File: src/rtl/memoria_pkg.sv
// Write-port operation encoding shared by the register bank and its op unit.
package memoria_pkg;
    localparam logic [1:0] OP_LOAD  = 2'b00;
    localparam logic [1:0] OP_INC   = 2'b01;
    localparam logic [1:0] OP_DEC   = 2'b10;
    localparam logic [1:0] OP_CLEAR = 2'b11;
endpackage

File: src/rtl/register_op_unit.sv
// Combinational next-value unit for the register bank write port.
// wrap flags INC from all-ones and DEC from zero.
module register_op_unit
    import memoria_pkg::*;
#(
    parameter int WIDTH = 8
) (
    input  logic [WIDTH-1:0] cur,
    input  logic [1:0]       op,
    input  logic [WIDTH-1:0] wdata,
    output logic [WIDTH-1:0] nxt,
    output logic             wrap
);
    always_comb begin
        nxt  = cur;
        wrap = 1'b0;
        case (op)
            OP_LOAD:  nxt = wdata;
            OP_INC: begin
                nxt  = cur + WIDTH'(1);
                wrap = &cur;
            end
            OP_DEC: begin
                nxt  = cur - WIDTH'(1);
                wrap = ~|cur;
            end
            default:  nxt = '0;
        endcase
    end
endmodule

File: src/rtl/register_bank_up.sv
// Bank of DEPTH registers with one operating write port and two combinational
// read ports, optional write-to-read bypass and optional hard-wired zero register.
module register_bank_up
    import memoria_pkg::*;
#(
    parameter int WIDTH    = 8,
    parameter int DEPTH    = 8,
    parameter bit BYPASS   = 1'b1,
    parameter bit ZERO_REG = 1'b0,
    localparam int AW      = $clog2(DEPTH)
) (
    input  logic             clk,
    input  logic             clr,
    input  logic             sclr,
    input  logic             we,
    input  logic [1:0]       op,
    input  logic [AW-1:0]    waddr,
    input  logic [WIDTH-1:0] wdata,
    input  logic [AW-1:0]    raddr_a,
    input  logic [AW-1:0]    raddr_b,
    output logic [WIDTH-1:0] rdata_a,
    output logic [WIDTH-1:0] rdata_b,
    output logic             ovf
);
    logic [WIDTH-1:0] regs_q [DEPTH];
    logic [WIDTH-1:0] regs_d [DEPTH];
    logic             ovf_q, ovf_d;
    logic [WIDTH-1:0] cur_val, nxt_val;
    logic             wrap;
    logic             wr_ok;

    // Addresses that map to real storage (excludes the hard-wired zero register).
    function automatic logic addr_live(input logic [AW-1:0] a);
        logic in_range;
        in_range = ({{(32-AW){1'b0}}, a} < 32'(DEPTH));
        return in_range && !(ZERO_REG && (a == '0));
    endfunction

    assign wr_ok   = we && addr_live(waddr);
    assign cur_val = addr_live(waddr) ? regs_q[waddr] : '0;

    register_op_unit #(.WIDTH(WIDTH)) u_op (
        .cur   (cur_val),
        .op    (op),
        .wdata (wdata),
        .nxt   (nxt_val),
        .wrap  (wrap)
    );

    function automatic logic [WIDTH-1:0] read_port(input logic [AW-1:0] a);
        logic [WIDTH-1:0] v;
        v = '0;
        if (addr_live(a)) begin
            if (BYPASS && sclr)
                v = '0;
            else if (BYPASS && wr_ok && (a == waddr))
                v = nxt_val;
            else
                v = regs_q[a];
        end
        return v;
    endfunction

    always_comb begin
        rdata_a = read_port(raddr_a);
        rdata_b = read_port(raddr_b);
    end

    always_comb begin
        for (int i = 0; i < DEPTH; i++) regs_d[i] = regs_q[i];
        ovf_d = 1'b0;
        if (sclr) begin
            for (int i = 0; i < DEPTH; i++) regs_d[i] = '0;
        end else if (wr_ok) begin
            regs_d[waddr] = nxt_val;
            ovf_d         = wrap;
        end
    end

    always_ff @(posedge clk or negedge clr) begin
        if (!clr) begin
            for (int i = 0; i < DEPTH; i++) regs_q[i] <= '0;
            ovf_q <= 1'b0;
        end else begin
            for (int i = 0; i < DEPTH; i++) regs_q[i] <= regs_d[i];
            ovf_q <= ovf_d;
        end
    end

    assign ovf = ovf_q;
endmodule

File: config.mk
export PLATFORM = sky130hd
export DESIGN_NAME = register_bank_up
export DESIGN_NICKNAME = d
export VERILOG_FILES = /design/src/rtl/memoria_pkg.sv /design/src/rtl/register_op_unit.sv /design/src/rtl/register_bank_up.sv
export SDC_FILE = /design/constraint.sdc
export NUM_CORES = 1
export LEC_CHECK = 0
export BUFFER_PORTS_ARGS = -buffer_cell sky130_fd_sc_hd__buf_2
export CELL_PAD_IN_SITES_DETAIL_PLACEMENT = 1
export CELL_PAD_IN_SITES_GLOBAL_PLACEMENT = 1
export CORE_MARGIN = 10
export CORE_UTILIZATION = 40
export CTS_BUF_LIST = sky130_fd_sc_hd__clkbuf_8
export CTS_CLUSTER_DIAMETER = 40
export CTS_CLUSTER_SIZE = 14
export DETAILED_ROUTE_END_ITERATION = 8
export PLACE_DENSITY = 0.82
export SETUP_SLACK_MARGIN = 0.15
export SLEW_MARGIN = 20
export SYNTH_ARGS = -nofsm -noshare
export SYNTH_HDL_FRONTEND = slang
export SYNTH_SLANG_ARGS = --single-unit
export TNS_END_PERCENT = 100
File: constraint.sdc
create_clock -name clk -period 4.8 [get_ports clk]
set_clock_uncertainty 0.2 [all_clocks]
set_input_delay 0.48 -clock clk [delete_from_list [all_inputs] [get_ports clk]]
set_output_delay 0.48 -clock clk [all_outputs]
set_load 0.05 [all_outputs]
==> reports/qor.yml <==
run_status: "complete, no violations"
synth_area_per_cell_um2: 9.40
fin_setup_tns_ps: 0
dpl_worst_slack_ps: 291
drt_drc_violations_left: 0
hold_viol: 0
syn_nets: 561
core_area_um2: 12100
cp_data_arrival_time_ps: 3750
first_pass_iters: 5
clk_path_buf_depth: 2
hpwl_um: 12600
rsz0062_at_grt: "false"
synth_top_area_cell: "dfrtp_1"
power_leakage_uw: 0.00228
grt_max_degree: 54
nNetsFinal: 589
path_class: "input pin to output port"
slowest_stage: "a211oi_1"
hp-class: "input pin to async pin"
finalSetupViolations: 0
cts.reportedPaths.clkPinSlew_ps: 80
grt_usage_pct: 20.3
ir_worst_vdd_uv: 133
grt_antenna_before_repair: 0
vias_per_cell: 6.37
slew_headroom_pct: 25.5
start_util_pct: 41.1
final_cell_mix: "77 x nand2_1, 66 x nor2_1, 65 x dfrtp_1"
async_flop_share_pct: 100
syn_to_final_growth_pct: 13.5
yosysUniqueCellTypes: 48
clk_latency_ps: 360
period_minus_slack_ps: 4430
cts_tree: "built"
antenna_cells: 0
die_height_um: 131
synth_edf_count: 0
synth_ff_type: "dfrtp_1"
die-width_um: 131
yosysSeqAreaShare_pct: 32.8
ys.warnings.count: 0
place_area_um2: 5370
instances_no_fill: 728
clock-sinks: 65
first_global_vias: 5061
dieArea_um2: 17200
io_pins: 40
utilization_pct: 46.6
worstPathRequired_ps: 4120
cpPeakStageDelay_ps: 430
cts_setup_buffers: 0
ys_seq_elements: 65
io_buffers: 39
routed_wirelength_um: 17600
power.density_nw_per_um2: 246
root_buffer: "clkbuf_8"
timing.final.ws_setup_ps: 366
final_layout_size_suffix_gt1_share_pct: 24.1
num_vias: 4635
worstMarginPinSlew_ps: 1110
max_cap_viol_count: 0
slew_violations: 0
period_share_pct: 92.4
endpoint_kind: "output port"
num_rows: 40
synth_top_area_share_pct: 32.8
reg2reg_depth: 11
grt-ovfl-total: 0
yosys-top-cells-area: "dfrtp_1 33%, mux4_2 19%, a211oi_1 6.1%"
max_freq_ghz: 0.226
h-tree-depth: 3
fill_cells: 1374
netlist_instances: 527
cts_buffers: 9
drtIter0Drc: 627
grt_first_pass_wirelength_um: 28100
placed_cells: 711
ant_nets: 0
final_cell_area_um2: 5630
final_common_cell: "nand2_1"
syn_area_um2: 4960
crit_path_cell_trace: "clkbuf_4 -> buf_12 -> mux2_2 -> a221oi_1 -> o22ai_1 -> ha_1 -> nand2_1 -> o21ai_0 -> o21bai_1 -> xor2_1 -> a32oi_2 -> a211oi_1 -> buf_2"
wl_per_cell_um: 24.2
start_kind: "input pin"
gp_congestion: 0.959
crit_fanout: 20
synthesized netlist by cell type (2+ instances only):
cell type / n
nand2_1: 77
nor2_1: 69
dfrtp_1: 65
a21oi_1: 54
mux4_2: 42
a211oi_1: 40
clkbuf_1: 33
mux2i_1: 16
nor2b_1: 13
inv_1: 12
o21ai_1: 11
ha_1: 10
nor3b_1: 8
buf_2: 7
nor3_1: 7
nand4_1: 6
o21ai_0: 6
xor2_1: 6
nand3_1: 5
and3_1: 4
a31oi_1: 3
xnor2_1: 3
a221oi_1: 2
a22oi_1: 2
a32oi_2: 2
mux2_2: 2
cell families after synthesis:
| group | share of synthesized area [%] |
|---|---|
| AOI/OAI and AO/OA | 16.8 |
| DFF | 32.8 |
| adders and majority gates | 2.93 |
| xor gates and xnor gates | 1.92 |
| muxes | 23.8 |
| buffers and inverters | 4.49 |
| and+or+nand+nor | 17.3 |
worst paths after layout:
kind	from	slack (ps)	end
hold / removal	clr	360	regs_q[52]
max in group asynchronous	clr	3030	regs_q[7]
setup reg to reg	regs_q[58]	1350	regs_q[54]
hold reg to reg	regs_q[16]	370	regs_q[16]
min in group clk	regs_q[16]	370	regs_q[16]
setup / recovery	waddr[0]	370	rdata_a[5]
power by group:
| part | internal, µW | total (µW) | switching [µW] |
|---|---|---|---|
| Sequential | 559 | 572 | 12.8 |
| Clock | 282 | 524 | 242 |
| Combinational | 97.1 | 291 | 194 |
| Total | 937 | 1390 | 448 |
timing repair:
action | 4_1_cts | 5_1_grt
hold endpoints to repair | 12 | 0
resized for setup | 0 | 4
hold buffers | 1 | 0
setup endpoints to repair | 0 | 5
sequential cells by signal (all words and copies together) (netlist names):
register  cells
regs_q       64
ovf           1
through the flow:
stage          total power (µW)  hold WS [ps]
3_3_place_gp                850           190
4_1_cts                    1380           340
5_1_grt                    1440           384
2_1_floorplan               762         -15.6
3_5_place_dp                864           199
6_report                   1390           355
worst max-delay path, delay by kind of cell:
family                   cells  cell delay, ps
AO/OA/AOI/OAI                6            1430
buffers and inverters        3             790
adder cells (fa/ha/maj)      1             410
multiplexers                 1             340
XOR/XNOR                     1             200
AND/OR/NAND/NOR              1              90
layout make-up:
type,instances,area (µm²),share of cell area [%]
Clock inverter,4,50.0,0.889
Sequential cell,65,1630,28.9
Timing Repair Buffer,59,363,6.45
Tap cell,168,210,3.74
Inverter,13,48.8,0.867
Multi-Input combinational cell,407,3160,56.2
Clock buffer,12,165,2.94
metal layers:
metal	vias to the layer above	global-route usage, %	part of all wire (%)
li1	2004	-	-
met1	2342	25.4	41
met2	244	33.0	48
met3	45	3.43	7.4
met4	0	10.2	3.3
met5	-	0	0
Power figures use the tool's default switching activity.
